==> src/rtl/mult_div_unit.sv <==
// Iterative MULT/MULTU/DIV/DIVU unit with architectural HI/LO registers.
// The unit spends one setup edge in IDLE, XLEN iterations in CALC, and one sign-fix edge in FIX.
module mult_div_unit #(
  parameter int XLEN = 32
) (
  input  logic            clk,
  input  logic            rst,
  input  logic            start,
  input  logic [1:0]      op,
  input  logic [XLEN-1:0] a,
  input  logic [XLEN-1:0] b,
  input  logic            hi_we,
  input  logic            lo_we,
  input  logic [XLEN-1:0] wdata,
  output logic            busy,
  output logic            done,
  output logic [XLEN-1:0] hi,
  output logic [XLEN-1:0] lo
);

  localparam int CW = $clog2(XLEN);

  typedef enum logic [1:0] {IDLE = 2'd0, CALC = 2'd1, FIX = 2'd2} state_e;

  state_e              state_q, state_d;
  logic [CW-1:0]       cnt_q, cnt_d;
  logic [1:0]          op_q, op_d;
  logic                neg_a_q, neg_a_d, neg_b_q, neg_b_d;
  logic [XLEN-1:0]     a_mag_q, a_mag_d, b_mag_q, b_mag_d;
  logic [2*XLEN-1:0]   acc_q, acc_d;
  logic [XLEN-1:0]     hi_q, hi_d, lo_q, lo_d;
  logic                done_q, done_d;

  logic                a_neg_in_s, b_neg_in_s;
  logic [XLEN-1:0]     a_mag_in_s, b_mag_in_s;
  logic [XLEN:0]       mul_sum_s, rem_sh_s, diff_s;
  logic [2*XLEN-1:0]   mul_next_s, div_next_s, prod_s;
  logic [XLEN-1:0]     quo_s, rem_s, raw_a_s;
  logic                sign_diff_s;

  // Sign flags are only meaningful for signed ops; unsigned ops keep the raw operand.
  assign a_neg_in_s = ~op[0] & a[XLEN-1];
  assign b_neg_in_s = ~op[0] & b[XLEN-1];
  assign a_mag_in_s = a_neg_in_s ? -a : a;
  assign b_mag_in_s = b_neg_in_s ? -b : b;

  // Multiply: acc = {partial product, remaining multiplier bits}, shifted right each step.
  assign mul_sum_s  = {1'b0, acc_q[2*XLEN-1:XLEN]} + (acc_q[0] ? {1'b0, a_mag_q} : {(XLEN+1){1'b0}});
  assign mul_next_s = {mul_sum_s, acc_q[XLEN-1:1]};

  // Divide: acc = {remainder, dividend/quotient}, shifted left with a trial subtract.
  assign rem_sh_s   = acc_q[2*XLEN-1:XLEN-1];
  assign diff_s     = rem_sh_s - {1'b0, b_mag_q};
  assign div_next_s = {(diff_s[XLEN] ? rem_sh_s[XLEN-1:0] : diff_s[XLEN-1:0]),
                       acc_q[XLEN-2:0], ~diff_s[XLEN]};

  assign sign_diff_s = neg_a_q ^ neg_b_q;
  assign prod_s      = sign_diff_s ? -acc_q : acc_q;
  assign quo_s       = sign_diff_s ? -acc_q[XLEN-1:0] : acc_q[XLEN-1:0];
  assign rem_s       = neg_a_q ? -acc_q[2*XLEN-1:XLEN] : acc_q[2*XLEN-1:XLEN];
  assign raw_a_s     = neg_a_q ? -a_mag_q : a_mag_q;

  always_comb begin
    state_d = state_q;
    cnt_d   = cnt_q;
    op_d    = op_q;
    neg_a_d = neg_a_q;
    neg_b_d = neg_b_q;
    a_mag_d = a_mag_q;
    b_mag_d = b_mag_q;
    acc_d   = acc_q;
    hi_d    = hi_q;
    lo_d    = lo_q;
    done_d  = 1'b0;
    case (state_q)
      IDLE: begin
        if (hi_we) begin
          hi_d = wdata;
        end else begin
          hi_d = hi_q;
        end
        if (lo_we) begin
          lo_d = wdata;
        end else begin
          lo_d = lo_q;
        end
        if (start) begin
          op_d    = op;
          neg_a_d = a_neg_in_s;
          neg_b_d = b_neg_in_s;
          a_mag_d = a_mag_in_s;
          b_mag_d = b_mag_in_s;
          acc_d   = op[1] ? {{XLEN{1'b0}}, a_mag_in_s} : {{XLEN{1'b0}}, b_mag_in_s};
          cnt_d   = {CW{1'b0}};
          state_d = CALC;
        end else begin
          state_d = IDLE;
        end
      end
      CALC: begin
        acc_d = op_q[1] ? div_next_s : mul_next_s;
        cnt_d = cnt_q + CW'(1);
        if (cnt_q == CW'(XLEN - 1)) begin
          state_d = FIX;
        end else begin
          state_d = CALC;
        end
      end
      FIX: begin
        done_d  = 1'b1;
        state_d = IDLE;
        if (!op_q[1]) begin
          hi_d = prod_s[2*XLEN-1:XLEN];
          lo_d = prod_s[XLEN-1:0];
        end else if (b_mag_q == {XLEN{1'b0}}) begin
          hi_d = raw_a_s;
          lo_d = {XLEN{1'b1}};
        end else begin
          hi_d = rem_s;
          lo_d = quo_s;
        end
      end
      default: begin
        state_d = IDLE;
      end
    endcase
  end

  always_ff @(posedge clk or posedge rst) begin
    if (rst) begin
      state_q <= IDLE;
      cnt_q   <= {CW{1'b0}};
      op_q    <= 2'b00;
      neg_a_q <= 1'b0;
      neg_b_q <= 1'b0;
      a_mag_q <= {XLEN{1'b0}};
      b_mag_q <= {XLEN{1'b0}};
      acc_q   <= {(2*XLEN){1'b0}};
      hi_q    <= {XLEN{1'b0}};
      lo_q    <= {XLEN{1'b0}};
      done_q  <= 1'b0;
    end else begin
      state_q <= state_d;
      cnt_q   <= cnt_d;
      op_q    <= op_d;
      neg_a_q <= neg_a_d;
      neg_b_q <= neg_b_d;
      a_mag_q <= a_mag_d;
      b_mag_q <= b_mag_d;
      acc_q   <= acc_d;
      hi_q    <= hi_d;
      lo_q    <= lo_d;
      done_q  <= done_d;
    end
  end

  assign busy = (state_q != IDLE);
  assign done = done_q;
  assign hi   = hi_q;
  assign lo   = lo_q;

endmodule

==> config.mk <==
export PLATFORM = sky130hd
export DESIGN_NAME = mult_div_unit
export DESIGN_NICKNAME = d
export VERILOG_FILES = /design/src/rtl/mult_div_unit.sv
export SDC_FILE = /design/constraint.sdc
export NUM_CORES = 1
export LEC_CHECK = 0
export BUFFER_PORTS_ARGS = -buffer_cell sky130_fd_sc_hd__buf_4
export CAP_MARGIN = 15
export CORE_UTILIZATION = 50
export DETAILED_ROUTE_END_ITERATION = 16
export PLACE_DENSITY = 0.75
export SYNTH_ARGS = -nofsm -noshare
export SYNTH_HDL_FRONTEND = slang
export SYNTH_SLANG_ARGS = --single-unit
==> constraint.sdc <==
create_clock -name clk -period 17.4 [get_ports clk]
set_input_delay 1.74 -clock clk [delete_from_list [all_inputs] [get_ports clk]]
set_output_delay 1.74 -clock clk [all_outputs]
set_load 0.05 [all_outputs]
Word-level counts from Yosys, hierarchy flattened

Cells that the tools add are included.

Output and inout bits: 66
Word-level logic and storage cells: 66
Register bits after elaboration: 204

Reduce and logical (&&, ||, !) cells: 9
Muxes and demuxes: 26
Add/sub/neg operators: 9
Equality and inequality tests: 6
Bitwise operators: 5

Operator list:

| kind                                                             | number |
|---|---|
| 32-bit two-way mux                                               | 14 |
| 64-bit two-way mux                                               | 3 |
| 32-bit negation                                                  | 5 |
| 32-bit case mux with 2 select lines                              | 2 |
| 64-bit case mux with 2 select lines                              | 1 |
| 64-bit negation                                                  | 1 |
| 32-bit by 32-bit adder with 33-bit output                        | 1 |
| 33-bit by 32-bit subtractor with 33-bit output                   | 1 |
| 32-bit zero test                                                 | 1 |
| 5-bit case mux with 2 select lines                               | 1 |
| 2-bit AND reduction                                              | 4 |
| 2-bit inequality test (second input constant)                    | 3 |
| 2-bit nonzero test                                               | 3 |
| 5-bit by 1-bit adder with 5-bit output (second input constant)   | 1 |
| 5-bit == test (second input constant)                            | 1 |
| 5-bit two-way mux                                                | 1 |
| 2-bit case mux with 2 select lines                               | 1 |
| 1-bit bitwise AND                                                | 2 |
| 2-bit by 1-bit == test with 1-bit output (second input constant) | 1 |
| 2-bit == test (second input constant)                            | 1 |
| 2-bit zero test                                                  | 1 |
| 1-bit two-way mux                                                | 2 |
| 2-bit two-way mux                                                | 1 |
| 1-bit inverter                                                   | 2 |
| 1-bit XOR                                                        | 1 |

Depth between registers and ports, before layout

Depth after elaboration: 6
Gate-level depth with buffers: 15
Depth with buffers taken out: 14

Least setup slack after synthesis

No wires, ideal clock.

Path kind: in2reg
Start point: input port b[13]
End point: register acc_q[29]
Buffers on the path: 0
Slack: 13.276 ns
Required time: 17.313 ns
Stages: 9
Data arrival time: 4.036 ns
Path through: or4_1 -> nor4_1 -> nand2b_1 -> nor4_1 -> a21oi_1 -> xnor2_1 -> or3_1 -> o31a_1 -> a22oi_1

Longest elaborated chain between the ends: 5

Ends and longest elaborated chain:

| item                                | RTL line | text |
|---|---|---|
| start, declared                     | 11       | `input logic [XLEN-1:0] b,` |
| 32-bit negation                     | 45       | `assign b_mag_in_s = b_neg_in_s ? -b : b;` |
| 32-bit two-way mux                  | 45       |  |
| 32-bit two-way mux                  | 93       | `acc_d = op[1] ? {{XLEN{1'b0}}, a_mag_in_s} : {{XLEN{1'b0}}, b_mag_in_s};` |
| 64-bit two-way mux                  | 87       | `if (start) begin` |
| 64-bit case mux with 2 select lines | 75       | `case (state_q)` |
| end signal, assigned                | 138      | `acc_q <= {(2*XLEN){1'b0}};` |
| end, declared                       | 30       | `logic [2*XLEN-1:0] acc_q, acc_d;` |

Every way passes these cells. The select of a mux whose other input is x is not followed.
A chain may end at the register's enable or synchronous reset.

Worst setup path in the final report

Start point: register acc_q[0]
End point: register acc_q[61]

Longest elaborated chain between the ends: 4

Ends and longest elaborated chain:

| item                                      | RTL line | text |
|---|---|---|
| 32-bit two-way mux                        | 48       | `assign mul_sum_s = {1'b0, acc_q[2*XLEN-1:XLEN]} + (acc_q[0] ? {1'b0, a_mag_q} : {(XLEN+1){1'b0}});` |
| 32-bit by 32-bit adder with 33-bit output | 48       |  |
| 64-bit two-way mux                        | 101      | `acc_d = op_q[1] ? div_next_s : mul_next_s;` |
| 64-bit case mux with 2 select lines       | 75       |  |

Every way passes these cells.

==> impl_metrics.ini <==
[synth]
avgSynthCellArea_sq_um = 7.81
synth_mux_area_share_pct = 3.35
synth-xor-area-share_pct = 11.2
ys.flop_type = dfrtp_1
yosys_warnings = 0
synth_area_sq_um = 17500
netlist_instances = 2235
async_reset_ff_share_pct = 100
synth_area_leader_cell = dfrtp_1
synth_area_leaders = dfrtp_1 29%, o21ai_0 7.1%, xnor2_1 6.8%
yosys.area_share.adder_pct = 5.32
syn-num-nets = 2411
synth_top_area_share_pct = 29.1
synth-compound-area-share_pct = 26.3
synth_seq_cells = 203
synth_edf_count = 0
ys_types = 80
synth_top_family_by_area = compound AO/OA/AOI/OAI gates
synth-simple-area-share_pct = 19.5
yosysSeqAreaShare_pct = 29.1

[power_and_ir_drop]
switching_power_mw = 2.39
clock_power_share_pct = 11.4
peakVddDrop_mv = 0.118
seqPwrFrac_pct = 24.9
leakagePower_nw = 8.29
p_comb_share_pct = 63.7
power_per_cell_area_nw_per_um2 = 229
internal-power_mw = 2.11
swShare_pct = 53.2

[place]
gp_congestion = 0.998
dp_hpwl_mm = 47.9
pre_cts_ws_ns = 12.69
port_buffers = 168

[worst_hold_path]
hp-class = reg2reg

[route]
drc = 0
met3_length_mm = 4.92
wl_met1_mm = 25.8
drt_pre_antenna_iters = 6
wire_per_inst_um = 22.6
drtIter0Drc = 1966
ant_nets = 0
drt-total-wl_mm = 62.1
wl_met2_mm = 28.2
highest_layer = met4
vias_per_cell = 6.48
num_vias = 17800

[sta]
timing.final.ws_setup_ns = 12.91
grt_setup_unrepaired = false
skew_ns = 0.0128
hold_viol_final = 0
slew-limit-headroom_pct = 28.6
tightest_slew_ns = 1.07
final_max_slew_viol_count = 0
finalSetupViolations = 0
fin_crit_ns = 4.49
tns_ns = 0
fmax_mhz = 223
finalCritPeriodShare_pct = 25.8

[grt]
grt-ovfl-total = 0
antenna_found_initial = 1
grt_pass1_wl_mm = 94.7
grt_max_degree = 135
track_usage_pct = 34.1
grt_pass1_vias = 16700

[clock_network]
clockRootBuffer = clkbuf_16
cts_tree = yes
cts_resized = 0
cts_setup_buffers = 0
clockBufferDepth = 3
clk_latency_ns = 0.53
holdBufCountCts = 0
htreeDepth = 1
numClockSinks = 203
clk_pin_slew_ns = 0.06
cts_made_buffers = 24

[worst_setup_path]
crit_fanout = 36
worst-setup-path-type = reg2reg
start_kind = flop
crit_required_ns = 17.78
crit_path_end_kind = flop
critical_path_arrival_ns = 4.87

[finish]
final_cell_mix = 247 x nand2_1, 246 x o21ai_0, 201 x dfrtp_1
diodes = 0
multi_input_area_sq_um = 11500
nets = 2455
area_growth_pct = 12.4
fillCellCount = 3208
regArea_sq_um = 5080
layout-drive-gt1-share_pct = 11.4
layout_commonest_cell = nand2_1

[floorplanning]
rows = 68
coreArea_sq_um = 34500
fp.dieW_um = 189
die_area_sq_um = 35700
initial_utilization_pct = 50.7
dieHeight_um = 189
top_level_ports = 169

[run]
cap_violations = 0

[run_status]
status = complete, no violations
-- Yosys cell counts (9+ instances only) --
master and count:
ha_1 71, nor2b_1 12, and3_1 16, or3_1 23, o211ai_1 30, o31ai_1 44
o22ai_1 30, nand3_1 35, inv_1 67, a21o_1 24, nor3_1 46, dfrtp_1 203
nor4_1 19, and2_1 48, xnor2_1 135, nand4_1 17, nand2b_1 23, xor2_1 89
o21ai_0 246, a211oi_1 53, buf_1 13, nand2_1 248, a22oi_1 26, o41ai_1 19
clkbuf_1 145, a31oi_1 24, or4_1 17, a21oi_1 151, nor2_1 167, o221ai_1 9
mux2i_1 54
-- final timing paths --
path                                      startpoint                    end  slack, ns  cells past startpoint
worst max-delay path            acc_q[0]$_DFFE_PP0P_  acc_q[61]$_DFFE_PP0P_      12.91                     14
worst min-delay path              lo[10]$_DFFE_PP0P_     lo[10]$_DFFE_PP0P_       0.48                      2
worst max register to register  acc_q[0]$_DFFE_PP0P_  acc_q[61]$_DFFE_PP0P_      12.91                     14
worst min register to register    lo[10]$_DFFE_PP0P_     lo[10]$_DFFE_PP0P_       0.48                      2
max in group asynchronous                        rst     lo[13]$_DFFE_PP0P_      14.62                      3
min in group asynchronous                        rst  acc_q[58]$_DFFE_PP0P_       1.34                      2
-- layer usage --
layer	GRT usage, %	up-vias
met3	3.74	175
li1	-	8163
met5	0	-
met2	54.4	903
met1	46.3	8578
met4	15.8	0
-- registers in the layout, indices dropped and copies added (netlist names), 2 cells and up --
signal and cells:
b_mag_q 32, state_q 2, acc_q 64, hi 32, lo 32, a_mag_q 32
cnt_q 5
-- kinds of logic after synthesis --
| kind of cell | after synthesis |
|---|---|
| AO/OA/AOI/OAI | 737 |
| XOR/XNOR | 224 |
| adder cells (fa/ha/maj) | 73 |
| buffers and inverters | 235 |
| flip-flops | 203 |
| multiplexers | 57 |
| AND/OR/NAND/NOR | 706 |
-- stage by stage --
step	utilization [%]	instances	hold WS (ns)	instance area, sq um	total power [mW]
after detailed placement	54.6	2706	0.473	18800	3.91
after global routing	57.0	2751	0.506	19600	4.79
after global placement	54.6	2706	0.469	18800	3.86
after CTS	56.9	2749	0.486	19600	4.44
final	57.0	2751	0.483	19600	4.50
after floorplan	-	2235	0.449	17500	3.10
-- power by group through the flow --
stage	Sequential (mW)	Clock (mW)	Combinational [mW]
finish	1.12	0.512	2.87
global route	1.14	0.529	3.12
CTS	1.10	0.513	2.82
detailed placement	1.11	0	2.80
global placement	1.10	0	2.76
floorplan	1.11	0	1.99
-- layout make-up --
class                           instances  area share [%]
Clock buffer                           29            3.36
Clock inverter                         14           0.669
Inverter                               68            1.34
Multi-Input combinational cell       1797            58.7
Sequential cell                       203            25.9
Tap cell                              455            2.90
Timing Repair Buffer                  185            7.14
-- critical path: stages (launching register included) --
cell and delay, ns:
dfrtp_1 0.90, inv_1 0.22, nor2_1 0.20, ha_1 0.21, inv_1 0.07, fa_1 0.38
nor2b_1 0.20, o31a_1 0.22, o31ai_1 0.15, o21ai_0 0.32, o31ai_1 0.19, o21ai_0 0.69
a41oi_1 0.25, xor2_1 0.18, o221ai_1 0.13
Power figures use the tool's default switching activity.
